===== config.mk =====
export PLATFORM = sky130hd
export DESIGN_NAME = inst_data_sram_arbiter
export DESIGN_NICKNAME = d
export VERILOG_FILES = /design/src/rtl/inst_data_sram_arbiter_pkg.sv /design/src/rtl/inst_data_sram_arbiter_pick.sv /design/src/rtl/inst_data_sram_arbiter.sv
export SDC_FILE = /design/constraint.sdc
export NUM_CORES = 1
export LEC_CHECK = 0
export ABC_AREA = 1
export BUFFER_PORTS_ARGS = -buffer_cell sky130_fd_sc_hd__buf_2
export CAP_MARGIN = 20
export CORE_AREA = 2 2 106 108
export CTS_CLUSTER_DIAMETER = 40
export DETAILED_ROUTE_END_ITERATION = 8
export DIE_AREA = 0 0 108 110
export PLACE_DENSITY = 0.76
export SYNTH_ARGS = -nofsm -noshare
export SYNTH_HDL_FRONTEND = slang
export SYNTH_SLANG_ARGS = --single-unit
export TNS_END_PERCENT = 100

===== constraint.sdc =====
create_clock -name clk_i -period 1.52 [get_ports clk_i]
set_clock_uncertainty 0.15 [all_clocks]
set_input_delay 0.228 -clock clk_i [delete_from_list [all_inputs] [get_ports clk_i]]
set_output_delay 0.228 -clock clk_i [all_outputs]
set_load 0.01 [all_outputs]

===== src/rtl/inst_data_sram_arbiter_pkg.sv =====
// Shared definitions for the instruction/data SRAM arbiter.
package inst_data_sram_arbiter_pkg;

   localparam int WEN_W = 4;

   // Which port owns the access whose response returns next cycle.
   typedef enum logic [1:0] {
      OWN_NONE = 2'd0,
      OWN_INST = 2'd1,
      OWN_DATA = 2'd2
   } owner_e;

endpackage


===== src/rtl/inst_data_sram_arbiter_pick.sv =====
// Grant decision between IF and MEM requesters with a starvation guard:
// data normally wins, but after STARVE_LIMIT consecutive data grants with
// a fetch waiting, the fetch is forced through for one cycle.
module sram_arb_pick #(
   parameter int STARVE_LIMIT = 4
) (
   input  logic clk_i,
   input  logic reset_i,
   input  logic inst_req_i,
   input  logic data_req_i,
   output logic inst_gnt_o,
   output logic data_gnt_o
);

   localparam int CNT_W = $clog2(STARVE_LIMIT + 1);
   localparam logic [CNT_W-1:0] LIMIT = CNT_W'(STARVE_LIMIT);

   logic [CNT_W-1:0] streak_q, streak_d;
   logic             at_limit;

   assign at_limit = (streak_q == LIMIT);

   // Grant decision; requests seen during reset are ignored.
   always_comb begin
      inst_gnt_o = 1'b0;
      data_gnt_o = 1'b0;
      if (!reset_i) begin
         inst_gnt_o = inst_req_i && (!data_req_i || at_limit);
         data_gnt_o = data_req_i && !inst_gnt_o;
      end
   end

   // Count data grants that overtook a waiting fetch, saturating at the limit.
   always_comb begin
      streak_d = streak_q;
      if (!inst_req_i || inst_gnt_o) begin
         streak_d = '0;
      end else if (data_gnt_o && !at_limit) begin
         streak_d = streak_q + 1'b1;
      end
   end

   // Streak register.
   always_ff @(posedge clk_i) begin
      if (reset_i) begin
         streak_q <= '0;
      end else begin
         streak_q <= streak_d;
      end
   end

endmodule


===== src/rtl/inst_data_sram_arbiter.sv =====
// Shares one single-port synchronous SRAM between instruction fetch and
// data access. One access per cycle, fixed one-cycle read latency, each
// response routed back to the port that issued it.
//
// Owner register (response routing for the access granted last cycle):
//   state    | meaning
//   OWN_NONE | no access outstanding, no response this cycle
//   OWN_INST | fetch outstanding, response goes to the IF port
//   OWN_DATA | data access outstanding, response goes to the MEM port
module inst_data_sram_arbiter
   import inst_data_sram_arbiter_pkg::*;
#(
   parameter int ADDR_W       = 32,
   parameter int DATA_W       = 32,
   parameter int STARVE_LIMIT = 4
) (
   input  logic              clk_i,
   input  logic              reset_i,
   input  logic              inst_req_i,
   input  logic [ADDR_W-1:0] inst_addr_i,
   input  logic              inst_cancel_i,
   output logic              inst_addr_ok_o,
   output logic              inst_data_ok_o,
   output logic [DATA_W-1:0] inst_rdata_o,
   input  logic              data_req_i,
   input  logic [WEN_W-1:0]  data_wen_i,
   input  logic [ADDR_W-1:0] data_addr_i,
   input  logic [DATA_W-1:0] data_wdata_i,
   output logic              data_addr_ok_o,
   output logic              data_data_ok_o,
   output logic [DATA_W-1:0] data_rdata_o,
   output logic              mem_en_o,
   output logic [WEN_W-1:0]  mem_wen_o,
   output logic [ADDR_W-1:0] mem_addr_o,
   output logic [DATA_W-1:0] mem_wdata_o,
   input  logic [DATA_W-1:0] mem_rdata_i
);

   logic              inst_gnt, data_gnt;
   owner_e            owner_q, owner_d;
   logic [DATA_W-1:0] inst_hold_q, data_hold_q;

   sram_arb_pick #(
      .STARVE_LIMIT (STARVE_LIMIT)
   ) u_pick (
      .clk_i      (clk_i),
      .reset_i    (reset_i),
      .inst_req_i (inst_req_i),
      .data_req_i (data_req_i),
      .inst_gnt_o (inst_gnt),
      .data_gnt_o (data_gnt)
   );

   assign inst_addr_ok_o = inst_gnt;
   assign data_addr_ok_o = data_gnt;

   // Steer the granted port onto the memory; idle cycles drive zeros.
   always_comb begin
      mem_en_o    = inst_gnt | data_gnt;
      mem_wen_o   = '0;
      mem_addr_o  = '0;
      mem_wdata_o = '0;
      if (data_gnt) begin
         mem_wen_o   = data_wen_i;
         mem_addr_o  = data_addr_i;
         mem_wdata_o = data_wdata_i;
      end else if (inst_gnt) begin
         mem_addr_o  = inst_addr_i;
      end
   end

   // Next owner is simply this cycle's grant.
   always_comb begin
      owner_d = OWN_NONE;
      if (inst_gnt) begin
         owner_d = OWN_INST;
      end else if (data_gnt) begin
         owner_d = OWN_DATA;
      end
   end

   // Owner register; reset drops any outstanding response.
   always_ff @(posedge clk_i) begin
      if (reset_i) begin
         owner_q <= OWN_NONE;
      end else begin
         owner_q <= owner_d;
      end
   end

   // Response routing; a cancelled fetch response is swallowed.
   always_comb begin
      data_data_ok_o = !reset_i && (owner_q == OWN_DATA);
      inst_data_ok_o = !reset_i && (owner_q == OWN_INST) && !inst_cancel_i;
      data_rdata_o   = data_data_ok_o ? mem_rdata_i : data_hold_q;
      inst_rdata_o   = inst_data_ok_o ? mem_rdata_i : inst_hold_q;
   end

   // Hold registers keep each port's last response stable until the next one.
   always_ff @(posedge clk_i) begin
      if (reset_i) begin
         inst_hold_q <= '0;
         data_hold_q <= '0;
      end else begin
         if (inst_data_ok_o) begin
            inst_hold_q <= mem_rdata_i;
         end
         if (data_data_ok_o) begin
            data_hold_q <= mem_rdata_i;
         end
      end
   end

endmodule


==> results of run 1 <==
## per-layer routing
layer / global-route usage / GRT overflow
met2: 1.04 / 141
met1: 0.762 / 1
met5: 0.165 / 0
met4: 0.966 / 89
met3: 0.684 / 1
## what timing repair did
item / 4_1_cts
gates resized for setup: 283
gates cloned: 18
setup endpoints to repair: 138
pin swaps: 68
setup buffers: 135
## through the flow
stage,instance area (um2),std cells,setup slack [ns],setup TNS [ns],util
4_1_cts,8910,1344,-0.500,-67.82,0.833
3_5_place_dp,6100,1175,-0.274,-11.82,0.571
3_3_place_gp,6100,1175,-0.234,-11.27,0.571
2_1_floorplan,4070,722,-0.0292,-0.562,-
## logic make-up after synthesis
logic type / Yosys count
adder cells (fa/ha/maj): 2
flip-flops: 69
AND/OR/NAND/NOR: 405
buffers and inverters: 245
XOR/XNOR: 1
==> reports/qor.tcl, run 1 <==
set qor(run_status) {aborted with a tool error}
set qor(stop_stage) {5_1_grt}
set qor(stop_error) {[ERROR GRT-0232] Routing congestion too high. Check the congestion heatmap in the GUI.}
set qor(async_flop_share) 0
set qor(synth_top_cell_by_area) {sky130_fd_sc_hd__dfxtp_1}
set qor(yosys.area.top_type_share) 0.346
set qor(synth-simple-area-share) 0.405
set qor(hpwl_um) 11500
set qor(cts_hold_buffers) 0
set qor(worst_path_end_type) {top-level output}
set qor(initial_core_util) 0.373
set qor(floorplan.io_pins) 274
set qor(synth-edff-count) 0
set qor(dieWidth_um) 108
set qor(grt_max_degree) 62
set qor(clock_sink_count) 69
set qor(synth_flop_cell) {sky130_fd_sc_hd__dfxtp_1}
set qor(die_height_um) 110
set qor(synth_top_family_by_area) {simple AND/OR/NAND/NOR gates}
set qor(xor_and_xnor_fraction_of_the_mapped_netlist_area) 0.00219
set qor(ys_seq_elements) 69
set qor(globalRouteOverflowTotal) 232
set qor(io_buffers) 273
set qor(synthMostInstantiatedCell) {sky130_fd_sc_hd__nand2_1}
set qor(netlist-cell-type-count) 15
set qor(synth_cells) 722
set qor(syn_area_per_cell_um2) 5.53
set qor(grt_usage) 0.833
set qor(htree_levels) 3
set qor(syn-num-nets) 861
set qor(place_congestion) 0.870
set qor(timing.grt.repair.worst_endpoint) {mem_addr_o[14]}
set qor(synth_compound_area_frac) 0
set qor(ctsRootBufferMaster) {sky130_fd_sc_hd__clkbuf_8}
set qor(floorplan.rows) 38
set qor(leading_post_synthesis_cells_by_instance_count) {sky130_fd_sc_hd__nand2_1, sky130_fd_sc_hd__inv_1, sky130_fd_sc_hd__nor2_1}
set qor(synth_fa_ha_area_frac) 0.00626
set qor(cts.path.max_buffers) 2
set qor(synth.area.top_cells) {sky130_fd_sc_hd__dfxtp_1, sky130_fd_sc_hd__nand2_1, sky130_fd_sc_hd__inv_1}
set qor(synth_sequential_area_ratio) 0.346
set qor(post_synth_mux_area_share) 0
set qor(syn_area_um2) 4000
set qor(synth_warnings) 0
set qor(inserted_clock_buffers) 9
==> run 2: changes to the inputs <==
Settings changed: CTS_CLUSTER_DIAMETER 40 to default, PLACE_DENSITY 0.76 to default, PLACE_DENSITY_LB_ADDON from default to 0.15.
Clock period 1.52 ns to 2 ns, I/O delays scaled along.
==> run 2 against run 1 <==
  * The flow now finishes, with violations (setup timing)
  * Area after synthesis unchanged
  * Synthesized cell count stayed put
==> reports/qor.tcl, run 2 <==
set qor(worst_ir_drop_on_vdd_v) 0.000410
set qor(synthMostInstantiatedCell) {sky130_fd_sc_hd__nand2_1}
set qor(setup.worst_path.start) {u_pick.streak_q[0]}
set qor(final_layout_size_suffix_gt1_frac) 0.543
set qor(timing.critical_path.mode_cell) {sky130_fd_sc_hd__nand2_1}
set qor(synth_flop_cell) {sky130_fd_sc_hd__dfxtp_1}
set qor(postRouteAntennaNets) 0
set qor(hold_viol_final) 0
set qor(timing.critical_path.required_ns) 1.55
set qor(htree_levels) 3
set qor(drt_wl_total_um) 18300
set qor(worst_path_largest_cell_delay_ns) 0.32
set qor(globalRouteOverflowTotal) 0
set qor(violations) {setup timing}
set qor(clock_insertion_delay_worst_skew_ns) 0.33
set qor(synth_top_cell_by_area) {sky130_fd_sc_hd__dfxtp_1}
set qor(r2r_cell_count) 8
set qor(report.power.total_w) 0.00405
set qor(via_density) 4.55
set qor(grt_max_degree) 50
set qor(syn-num-nets) 861
set qor(yosys.area.top_type_share) 0.346
set qor(xor_and_xnor_fraction_of_the_mapped_netlist_area) 0.00219
set qor(antenna-diode-count) 0
set qor(min_period_ns) 2.09
set qor(layout_worst_path_cycle_share) 1.05
set qor(clock_pin_slew_on_the_worst_setup_and_hold_paths_ns) 0.07
set qor(synth_cells) 722
set qor(syn_area_um2) 4000
set qor(worst_slew_margin_rel) 0.634
set qor(grt_setup_unrepaired) {true}
set qor(pwr_dens_nw_per_um2) 516
set qor(setup.reg_to_reg.worst_slack_ns) 0.48
set qor(cpMaxStageDelayCell) {sky130_fd_sc_hd__dfxtp_2}
set qor(drt-wirelength-per-cell_um) 15.4
set qor(area_growth_syn_to_layout_pct) 96.6
set qor(synth_warnings) 0
set qor(dr_total_vias) 5402
set qor(synth_compound_area_frac) 0
set qor(placement.cell_area_um2) 5560
set qor(clock_sink_count) 69
set qor(setup_ws_ns) -0.0912
set qor(timing.setup.critical_path_class) {flip-flop to output port}
set qor(drtIter0Drc) 313
set qor(design.die.area_um2) 11900
set qor(critical_path_peak_fanout) 9
set qor(async_flop_share) 0
set qor(std_cell_core_area_um2) 10700
set qor(ys_seq_elements) 69
set qor(final_cell_area_um2) 7850
set qor(regToRegStartpoint) {owner_q[0]}
set qor(initial_core_util) 0.373
set qor(drtPass1Iterations) 4
set qor(arrival_worst_endpoint_ns) 1.64
set qor(timing.critical_path.from_type) {flip-flop}
set qor(global_route_wire_length_before_repair_um) 22100
set qor(top_library_cells_by_usage_in_the_layout_fill_and_taps_aside) {sky130_fd_sc_hd__buf_2, sky130_fd_sc_hd__inv_1, sky130_fd_sc_hd__nand2_1, sky130_fd_sc_hd__nor2_1, sky130_fd_sc_hd__buf_6}
set qor(mostFrequentLayoutCell) {sky130_fd_sc_hd__buf_2}
set qor(critical_path.n_buffers_inverters) 4
set qor(worst-path-stages) 9
set qor(leading_post_synthesis_cells_by_instance_count) {sky130_fd_sc_hd__nand2_1, sky130_fd_sc_hd__inv_1, sky130_fd_sc_hd__nor2_1}
set qor(leakage_nw) 4.71
set qor(nFillCells) 908
set qor(setup-violations-final) 85
set qor(run_status) {finished, violations left}
set qor(seq_area_um2) 1390
set qor(dieWidth_um) 108
set qor(worst_pin_slew_ns) 0.549
set qor(hpwl_um) 10900
set qor(synth_sequential_area_ratio) 0.346
set qor(multiInputGateArea_um2) 2500
set qor(synth.area.top_cells) {sky130_fd_sc_hd__dfxtp_1, sky130_fd_sc_hd__nand2_1, sky130_fd_sc_hd__inv_1}
set qor(grt_usage) 0.245
set qor(inserted_clock_buffers) 9
set qor(die_height_um) 110
set qor(synth_fa_ha_area_frac) 0.00626
set qor(crit_path_end) {mem_addr_o[21]}
set qor(via_count_of_the_first_global_routing_pass) 4463
set qor(syn_area_per_cell_um2) 5.53
set qor(timing.final.max_slew_violations) 0
set qor(ctsRootBufferMaster) {sky130_fd_sc_hd__clkbuf_8}
set qor(achievable-frequency_mhz) 478
set qor(critical_path.top_delay_family) {simple AND/OR/NAND/NOR gates}
set qor(io_buffers) 273
set qor(cts_hold_buffers) 0
set qor(pre_cts_slack_ns) 0.142
set qor(synth_top_family_by_area) {simple AND/OR/NAND/NOR gates}
set qor(cell_by_cell_trace_of_the_critical_path) {inv_2 -> ha_4 -> nand3_2 -> nand2_8 -> inv_6 -> buf_12 -> nand2_1 -> nand2_1 -> buf_2}
set qor(post-route-util) 0.734
set qor(biggestRegsByFlops) {data_hold_q x32, inst_hold_q x32, u_pick.streak_q x3}
set qor(synth-simple-area-share) 0.405
set qor(floorplan.rows) 38
set qor(place_congestion) 0.888
set qor(cts.path.max_buffers) 2
set qor(drt_drc_violations_left) 0
set qor(nature_of_the_critical_path_endpoint) {output port}
set qor(netlist-cell-type-count) 15
set qor(synth-edff-count) 0
set qor(worst_hold_path_type) {primary input to flip-flop}
set qor(cap_viol_max_count) 0
set qor(tritoncts) {yes}
set qor(floorplan.io_pins) 274
set qor(post_synth_mux_area_share) 0
set qor(r2r-end) {inst_hold_q[11]}
set qor(hold_ws_ns) 0.154
set qor(antenna_violations_before_repair) 1
set qor(nets) 1180
run 2: cell counts after synthesis:
Identical to the previous run, type by type.
run 2: per-stage QoR:
| stage | setup TNS [ns] | cells |
|---|---|---|
| detailed placement | 0 | 1114 |
| finish | -3.51 | 1186 |
| global route | -12.90 | 1186 |
| floorplan | 0 | 722 |
| global placement | 0 | 1114 |
| CTS | -2.50 | 1138 |
run 2: layout make-up:
type                       instances  area share
timing repair buffer             343       0.349
multi-input combinational        408       0.318
sequential                        69       0.177
inverter                         210       0.102
tap                              140      0.0223
clock buffer                      11      0.0180
clock inverter                     5      0.0135
run 2: where the power goes:
part           switching, W  internal, W
registers         0.0000150      0.00142
logic              0.000632     0.000555
clock network      0.000562     0.000868
run 2: per-layer routing:
metal  track usage  vias up  part of all wire
li1              -     2651                 -
met1         0.275     2473              0.37
met2         0.444      234              0.52
met3        0.0564       42             0.071
met4         0.104        2             0.036
met5             0        -           0.00071
run 2: worst min path at each step:
stage          cells past startpoint                 end               start  slack, ns
5_1_grt                            3  u_pick.streak_q[2]          data_req_i       0.15
6_report                           3  u_pick.streak_q[1]          data_req_i       0.15
3_3_place_gp                       1  u_pick.streak_q[0]  u_pick.streak_q[0]       0.28
2_1_floorplan                      1  u_pick.streak_q[0]  u_pick.streak_q[0]       0.27
3_5_place_dp                       1  u_pick.streak_q[0]  u_pick.streak_q[0]       0.29
4_1_cts                            3  u_pick.streak_q[1]          data_req_i       0.13
run 2: timing repair:
action / in CTS / in global routing
cloned: 4 / 20
endpoints found under the setup margin: 85 / 123
gates resized for setup: 56 / 305
pin swaps: 2 / 51
setup buffers: 4 / 28
run 2: kinds of logic (layout without fill, tap and decap cells):
kind of cell  after synthesis  count (layout)
flops                      69              69
xor+xnor                    1               1
fa+ha+maj                   2               2
buf+inv                   245             569
simple gates              405             405
run 2: worst reg2reg max path, cell delays in order, from the launching register on:
cell and delay (ns):
sky130_fd_sc_hd__dfxtp_4 0.38, sky130_fd_sc_hd__inv_4 0.05, sky130_fd_sc_hd__nor2_4 0.18, sky130_fd_sc_hd__buf_12 0.15, sky130_fd_sc_hd__clkbuf_16 0.18, sky130_fd_sc_hd__nand3_2 0.09
sky130_fd_sc_hd__nand2_4 0.09, sky130_fd_sc_hd__buf_4 0.10, sky130_fd_sc_hd__nor2_1 0.03
No activity file was read; power rests on OpenSTA's default activity.
==> run 3: changes to the inputs <==
Settings changed: CAP_MARGIN 20 to 30, CORE_AREA 2 2 106 108 to 2 2 107 109, DIE_AREA 0 0 108 110 to 0 0 109 111, MAX_ROUTING_LAYER from default to met4.
==> run 3 against run 2 <==
  * The run still ends with setup timing left
  * Sequential share of layout area rose by 2.1 points
  * Combinational power shrank 18%
  * Sequential power about the same
  * First-iteration DRC count decreased by 40%
  * Via count fell by 5.7%
  * Design area is 11% lower
  * Setup slack improved by 0.039 ns
  * Worst hold slack improved by 0.0050 ns
==> reports/qor.tcl, run 3 (same netlist as run 2, synthesis figures left out) <==
set qor(io_buffers) 273
set qor(netSwitchingPower_w) 0.00116
set qor(final_cell_area_um2) 7030
set qor(clock_pin_slew_on_the_worst_setup_and_hold_paths_ns) 0.06
set qor(worst_ir_drop_on_vdd_v) 0.000433
set qor(drtPass1Iterations) 4
set qor(placement.cell_area_um2) 5590
set qor(violations) {setup timing}
set qor(critical_path.top_delay_family) {buffers and inverters}
set qor(r2r_cell_count) 8
set qor(place_congestion) 0.910
set qor(hold_viol_final) 0
set qor(antenna-diode-count) 0
set qor(nature_of_the_critical_path_endpoint) {output port}
set qor(cell_by_cell_trace_of_the_critical_path) {inv_2 -> ha_4 -> nand2_2 -> nand2_2 -> nand2_2 -> clkinv_4 -> clkbuf_16 -> nand2_2 -> nand2_1 -> buf_2}
set qor(final_layout_size_suffix_gt1_frac) 0.460
set qor(cell_internal_pwr_w) 0.00328
set qor(clock_insertion_delay_worst_skew_ns) 0.33
set qor(worst_path_largest_cell_delay_ns) 0.33
set qor(global_route_wire_length_before_repair_um) 21800
set qor(arrival_worst_endpoint_ns) 1.60
set qor(antenna_violations_before_repair) 0
set qor(pre_cts_slack_ns) 0.177
set qor(drt-wirelength-per-cell_um) 13.4
set qor(nFillCells) 1064
set qor(seq_power_share) 0.323
set qor(htree_levels) 3
set qor(timing.hold.worst_path_depth) 3
set qor(regToRegStartpoint) {owner_q[0]}
set qor(critical_path.n_buffers_inverters) 4
set qor(setup.reg_to_reg.worst_slack_ns) 0.55
set qor(worst_hold_path_type) {primary input to flip-flop}
set qor(drtIter0Drc) 187
set qor(drt_wl_total_um) 15600
set qor(cts.path.max_buffers) 2
set qor(floorplan.rows) 39
set qor(layoutNonFillerInstCount) 1168
set qor(via_density) 4.36
set qor(tritoncts) {yes}
set qor(grt_usage) 0.235
set qor(cpMaxStageDelayCell) {sky130_fd_sc_hd__dfxtp_2}
set qor(initial_core_util) 0.361
set qor(floorplan.io_pins) 274
set qor(combinationalPowerShare) 0.220
set qor(top_library_cells_by_usage_in_the_layout_fill_and_taps_aside) {sky130_fd_sc_hd__buf_2, sky130_fd_sc_hd__inv_1, sky130_fd_sc_hd__nand2_1, sky130_fd_sc_hd__nor2_1, sky130_fd_sc_hd__nand2_2}
set qor(min_to) {u_pick.streak_q[0]}
set qor(die_height_um) 111
set qor(critical_path_peak_fanout) 8
set qor(mostFrequentLayoutCell) {sky130_fd_sc_hd__buf_2}
set qor(achievable-frequency_mhz) 487
set qor(leakage_nw) 4.59
set qor(report.power.total_w) 0.00445
set qor(timing.critical_path.mode_cell) {sky130_fd_sc_hd__nand2_2}
set qor(dp.cells) 1120
set qor(std_cell_core_area_um2) 11100
set qor(design.die.area_um2) 12100
set qor(area_growth_syn_to_layout_pct) 75.9
set qor(worst_slew_margin_rel) 0.740
set qor(r2r-end) {data_hold_q[2]}
set qor(grt_setup_unrepaired) {true}
set qor(nets) 1159
set qor(run_status) {finished, violations left}
set qor(worst_pin_slew_ns) 0.390
set qor(pwr_dens_nw_per_um2) 633
set qor(postRouteAntennaNets) 0
set qor(via_count_of_the_first_global_routing_pass) 4533
set qor(timing.critical_path.from_type) {flip-flop}
set qor(timing.critical_path.required_ns) 1.55
set qor(layout_worst_path_cycle_share) 1.03
set qor(worstHoldStart) {data_req_i}
set qor(grt_max_degree) 39
set qor(setup-violations-final) 32
set qor(timing.final.max_slew_violations) 0
set qor(inserted_clock_buffers) 9
set qor(cap_viol_max_count) 0
set qor(min_period_ns) 2.05
set qor(biggestRegsByFlops) {data_hold_q x32, inst_hold_q x32, u_pick.streak_q x3}
set qor(ctsRootBufferMaster) {sky130_fd_sc_hd__clkbuf_16}
set qor(dr_total_vias) 5095
set qor(globalRouteOverflowTotal) 0
set qor(cts_hold_buffers) 0
set qor(drt_drc_violations_left) 0
set qor(dieWidth_um) 109
set qor(setup_ws_ns) -0.0519
set qor(timing.setup.critical_path_class) {flip-flop to output port}
set qor(clock_sink_count) 69
set qor(power.share.switching) 0.262
set qor(power_frac_clock) 0.457
set qor(hpwl_um) 10100
set qor(post-route-util) 0.634
run 3: cell count changes in the layout (fill, tap and decap cells not counted), sizes merged:
cell,change
buf,-16
bufinv,+1
clkbuf,-5
clkinv,+1
clkinvlp,-1
inv,-1
run 3: power by group through the flow:
stage	combinational (W)	sequential, W	clock, W
6_report	0.000980	0.00144	0.00203
5_1_grt	0.00107	0.00144	0.00212
4_1_cts	0.000815	0.00143	0.00206
3_5_place_dp	0.000762	0.00147	0
3_3_place_gp	0.000763	0.00146	0
2_1_floorplan	0.000388	0.00146	0
run 3: how the worst max path moves through the flow:
stage	endpoint	startpoint	cells past startpoint
2_1_floorplan	mem_wdata_o[23]	u_pick.streak_q[0]	7
3_3_place_gp	mem_addr_o[1]	u_pick.streak_q[0]	9
3_5_place_dp	mem_addr_o[1]	u_pick.streak_q[0]	9
4_1_cts	mem_addr_o[26]	u_pick.streak_q[0]	10
5_1_grt	mem_addr_o[1]	u_pick.streak_q[0]	9
6_report	mem_addr_o[0]	u_pick.streak_q[1]	10
run 3: final cells by class:
| cell class | instances | area, um2 | area share |
|---|---|---|---|
| clock buffers | 11 | 253 | 0.0360 |
| clock inverters | 5 | 129 | 0.0183 |
| inverters | 210 | 801 | 0.114 |
| multi-input cells | 408 | 2080 | 0.296 |
| flip-flops and latches | 69 | 1390 | 0.198 |
| well taps | 143 | 179 | 0.0255 |
| repair buffers | 322 | 2190 | 0.312 |
run 3: what timing repair did:
item	in CTS	in global routing
pin swaps	1	32
endpoints found under the hold margin	0	0
gates resized for setup	31	159
gates cloned	3	10
setup buffers	4	17
setup endpoints to repair	45	91
run 3: per-stage QoR:
stage	hold slack [ns]	setup TNS [ns]
2_1_floorplan	0.267	0
3_3_place_gp	0.284	0
3_5_place_dp	0.291	0
4_1_cts	0.148	-0.849
5_1_grt	0.181	-4.52
6_report	0.160	-0.897
run 3: routing by layer:
metal | vias to the layer above | GRT usage | wire [um]
met1 | 2288 | 0.273 | 6430
met4 | 0 | 0.0590 | 290
li1 | 2614 | - | -
met2 | 170 | 0.417 | 8130
met5 | - | - | 0
met3 | 23 | 0.0370 | 789
run 3: worst register-to-register path: stages (launching register included):
cell                        delay, ns
sky130_fd_sc_hd__dfxtp_4         0.35
sky130_fd_sc_hd__buf_6           0.11
sky130_fd_sc_hd__nor2_4          0.09
sky130_fd_sc_hd__buf_12          0.15
sky130_fd_sc_hd__clkbuf_16       0.17
sky130_fd_sc_hd__nand3_2         0.07
sky130_fd_sc_hd__nand2_2         0.09
sky130_fd_sc_hd__buf_4           0.10
sky130_fd_sc_hd__nor2_1          0.03
==> run 4: changes to the inputs <==
Settings changed: SKIP_LAST_GASP from default to 1.
==> run 4 against run 3 <==
  * The flow still finishes with violations (setup timing)
  * Count of clock-buffer cells in the layout stayed put
  * Fmax is 1.1% lower
  * Critical path depth stayed put
  * Combinational power is 1% lower
  * Critical path type unchanged
  * Core utilization is 0.80 points lower
==> reports/qor.tcl, run 4 (same netlist as run 2, synthesis figures left out) <==
set qor(nets) 1159
set qor(tritoncts) {yes}
set qor(timing.critical_path.from_type) {flip-flop}
set qor(worst_ir_drop_on_vdd_v) 0.000434
set qor(setup_ws_ns) -0.0738
set qor(timing.critical_path.mode_cell) {sky130_fd_sc_hd__nand2_2}
set qor(cts.path.max_buffers) 2
set qor(worst_hold_path_type) {primary input to flip-flop}
set qor(final_layout_size_suffix_gt1_frac) 0.443
set qor(timing.setup.critical_path_class) {flip-flop to output port}
set qor(seq_area_um2) 1390
set qor(cell_internal_pwr_w) 0.00327
set qor(pwr_dens_nw_per_um2) 640
set qor(nature_of_the_critical_path_endpoint) {output port}
set qor(clock_insertion_delay_worst_skew_ns) 0.33
set qor(violations) {setup timing}
set qor(critical_path.top_delay_family) {buffers and inverters}
set qor(htree_levels) 3
set qor(biggestRegsByFlops) {data_hold_q x32, inst_hold_q x32, u_pick.streak_q x3}
set qor(min_period_ns) 2.07
set qor(mostFrequentLayoutCell) {sky130_fd_sc_hd__buf_2}
set qor(via_count_of_the_first_global_routing_pass) 4533
set qor(top_library_cells_by_usage_in_the_layout_fill_and_taps_aside) {sky130_fd_sc_hd__buf_2, sky130_fd_sc_hd__inv_1, sky130_fd_sc_hd__nand2_1, sky130_fd_sc_hd__nor2_1, sky130_fd_sc_hd__dfxtp_1}
set qor(combinationalPowerShare) 0.218
set qor(netSwitchingPower_w) 0.00117
set qor(r2r-end) {data_hold_q[2]}
set qor(cpMaxStageDelayCell) {sky130_fd_sc_hd__dfxtp_2}
set qor(die_height_um) 111
set qor(timing.critical_path.required_ns) 1.55
set qor(hold_viol_final) 0
set qor(power_frac_clock) 0.459
set qor(placement.cell_area_um2) 5590
set qor(ctsRootBufferMaster) {sky130_fd_sc_hd__clkbuf_16}
set qor(globalRouteOverflowTotal) 0
set qor(antenna-diode-count) 0
set qor(design.die.area_um2) 12100
set qor(pre_cts_slack_ns) 0.177
set qor(arrival_worst_endpoint_ns) 1.62
set qor(clock_pin_slew_on_the_worst_setup_and_hold_paths_ns) 0.06
set qor(io_buffers) 273
set qor(cap_viol_max_count) 0
set qor(nFillCells) 1084
set qor(critical_path.n_buffers_inverters) 4
set qor(drtIter0Drc) 215
set qor(antenna_violations_before_repair) 0
set qor(critical_path_peak_fanout) 8
set qor(worst_path_largest_cell_delay_ns) 0.33
set qor(layout_worst_path_cycle_share) 1.04
set qor(setup-violations-final) 32
set qor(via_density) 4.34
set qor(r2r_cell_count) 8
set qor(hold_ws_ns) 0.157
set qor(floorplan.io_pins) 274
set qor(clock_sink_count) 69
set qor(grt_usage) 0.235
set qor(worstHoldStart) {data_req_i}
set qor(worst_pin_slew_ns) 0.398
set qor(multiInputGateArea_um2) 2050
set qor(min_to) {u_pick.streak_q[0]}
set qor(floorplan.rows) 39
set qor(run_status) {finished, violations left}
set qor(grt_max_degree) 39
set qor(cell_by_cell_trace_of_the_critical_path) {inv_2 -> ha_4 -> nand2_2 -> nand2_2 -> nand2_2 -> clkinv_4 -> clkbuf_16 -> nand2_2 -> nand2_2 -> buf_6}
set qor(seq_power_share) 0.323
set qor(global_route_wire_length_before_repair_um) 21800
set qor(drt_wl_total_um) 15700
set qor(inserted_clock_buffers) 9
set qor(worst_slew_margin_rel) 0.734
set qor(area_growth_syn_to_layout_pct) 73.7
set qor(regToRegStartpoint) {owner_q[0]}
set qor(std_cell_core_area_um2) 11100
set qor(power.share.switching) 0.263
set qor(leakage_nw) 4.59
set qor(drt-wirelength-per-cell_um) 13.4
set qor(dr_total_vias) 5073
set qor(postRouteAntennaNets) 0
set qor(drt_drc_violations_left) 0
set qor(place_congestion) 0.910
set qor(drtPass1Iterations) 4
set qor(cts_hold_buffers) 0
set qor(dieWidth_um) 109
set qor(timing.hold.worst_path_depth) 3
set qor(final_cell_area_um2) 6940
set qor(final.setup.tns_ns) -1.25
set qor(hpwl_um) 10100
set qor(grt_setup_unrepaired) {true}
set qor(setup.reg_to_reg.worst_slack_ns) 0.55
set qor(achievable-frequency_mhz) 482
set qor(initial_core_util) 0.361
set qor(timing.final.max_slew_violations) 0
-- run 4: cell count changes in the layout (fill, tap and decap cells not counted), moves of 5 or more --
cell	change
sky130_fd_sc_hd__nand2_1	+11
sky130_fd_sc_hd__buf_2	+10
sky130_fd_sc_hd__inv_2	-5
sky130_fd_sc_hd__nand2_2	-11
sky130_fd_sc_hd__buf_6	-9
sky130_fd_sc_hd__inv_1	+5
-- run 4: worst register-to-register path, cell delays in order, from the launching register on --
cell and delay [ns]:
sky130_fd_sc_hd__dfxtp_4 0.35, sky130_fd_sc_hd__buf_6 0.11, sky130_fd_sc_hd__nor2_4 0.09, sky130_fd_sc_hd__buf_12 0.15
sky130_fd_sc_hd__clkbuf_16 0.17, sky130_fd_sc_hd__nand3_2 0.07, sky130_fd_sc_hd__nand2_2 0.10, sky130_fd_sc_hd__buf_4 0.11
sky130_fd_sc_hd__nor2_1 0.03
-- run 4: what timing repair did --
action | in CTS | in global routing
setup buffers | 4 | 17
setup endpoints to repair | 45 | 91
pin swaps | 1 | 34
gates resized for setup | 29 | 133
cloned | 3 | 10
-- run 4: worst max path at each step --
stage | end | slack [ns] | depth (start not counted) | start
2_1_floorplan | mem_wdata_o[23] | 0.36 | 7 | u_pick.streak_q[0]
3_5_place_dp | mem_addr_o[1] | 0.18 | 9 | u_pick.streak_q[0]
6_report | mem_addr_o[15] | -0.07 | 10 | u_pick.streak_q[0]
4_1_cts | mem_addr_o[26] | -0.04 | 10 | u_pick.streak_q[0]
5_1_grt | mem_addr_o[15] | -0.13 | 10 | u_pick.streak_q[0]
3_3_place_gp | mem_addr_o[1] | 0.24 | 9 | u_pick.streak_q[0]
-- run 4: through the flow --
stage               total power [W]  instances   util
finish                      0.00444       1168  0.626
global route                0.00461       1168  0.626
CTS                         0.00431       1143  0.558
detailed placement          0.00223       1120  0.504
global placement            0.00223       1120  0.504
floorplan                   0.00185        722      -
-- run 4: metal layers --
| metal | track usage | wire [um] | vias up |
|---|---|---|---|
| li1 | - | - | 2613 |
| met1 | 0.273 | 6420 | 2265 |
| met2 | 0.417 | 8220 | 174 |
| met3 | 0.0370 | 804 | 21 |
| met4 | 0.0590 | 251 | 0 |
| met5 | - | 0 | - |
-- run 4: layout make-up --
class	instances	share of cell area
Timing Repair Buffer	322	0.307
Inverter	210	0.115
Tap cell	143	0.0258
Sequential cell	69	0.201
Multi-Input combinational cell	408	0.296
Clock buffer	11	0.0364
Clock inverter	5	0.0186
-- run 4: power by group through the flow --
| stage | logic, W | clock network, W | registers [W] |
|---|---|---|---|
| after floorplan | 0.000388 | 0 | 0.00146 |
| after global placement | 0.000763 | 0 | 0.00146 |
| after detailed placement | 0.000762 | 0 | 0.00147 |
| after CTS | 0.000813 | 0.00206 | 0.00143 |
| after global routing | 0.00106 | 0.00212 | 0.00144 |
| final | 0.000966 | 0.00204 | 0.00143 |
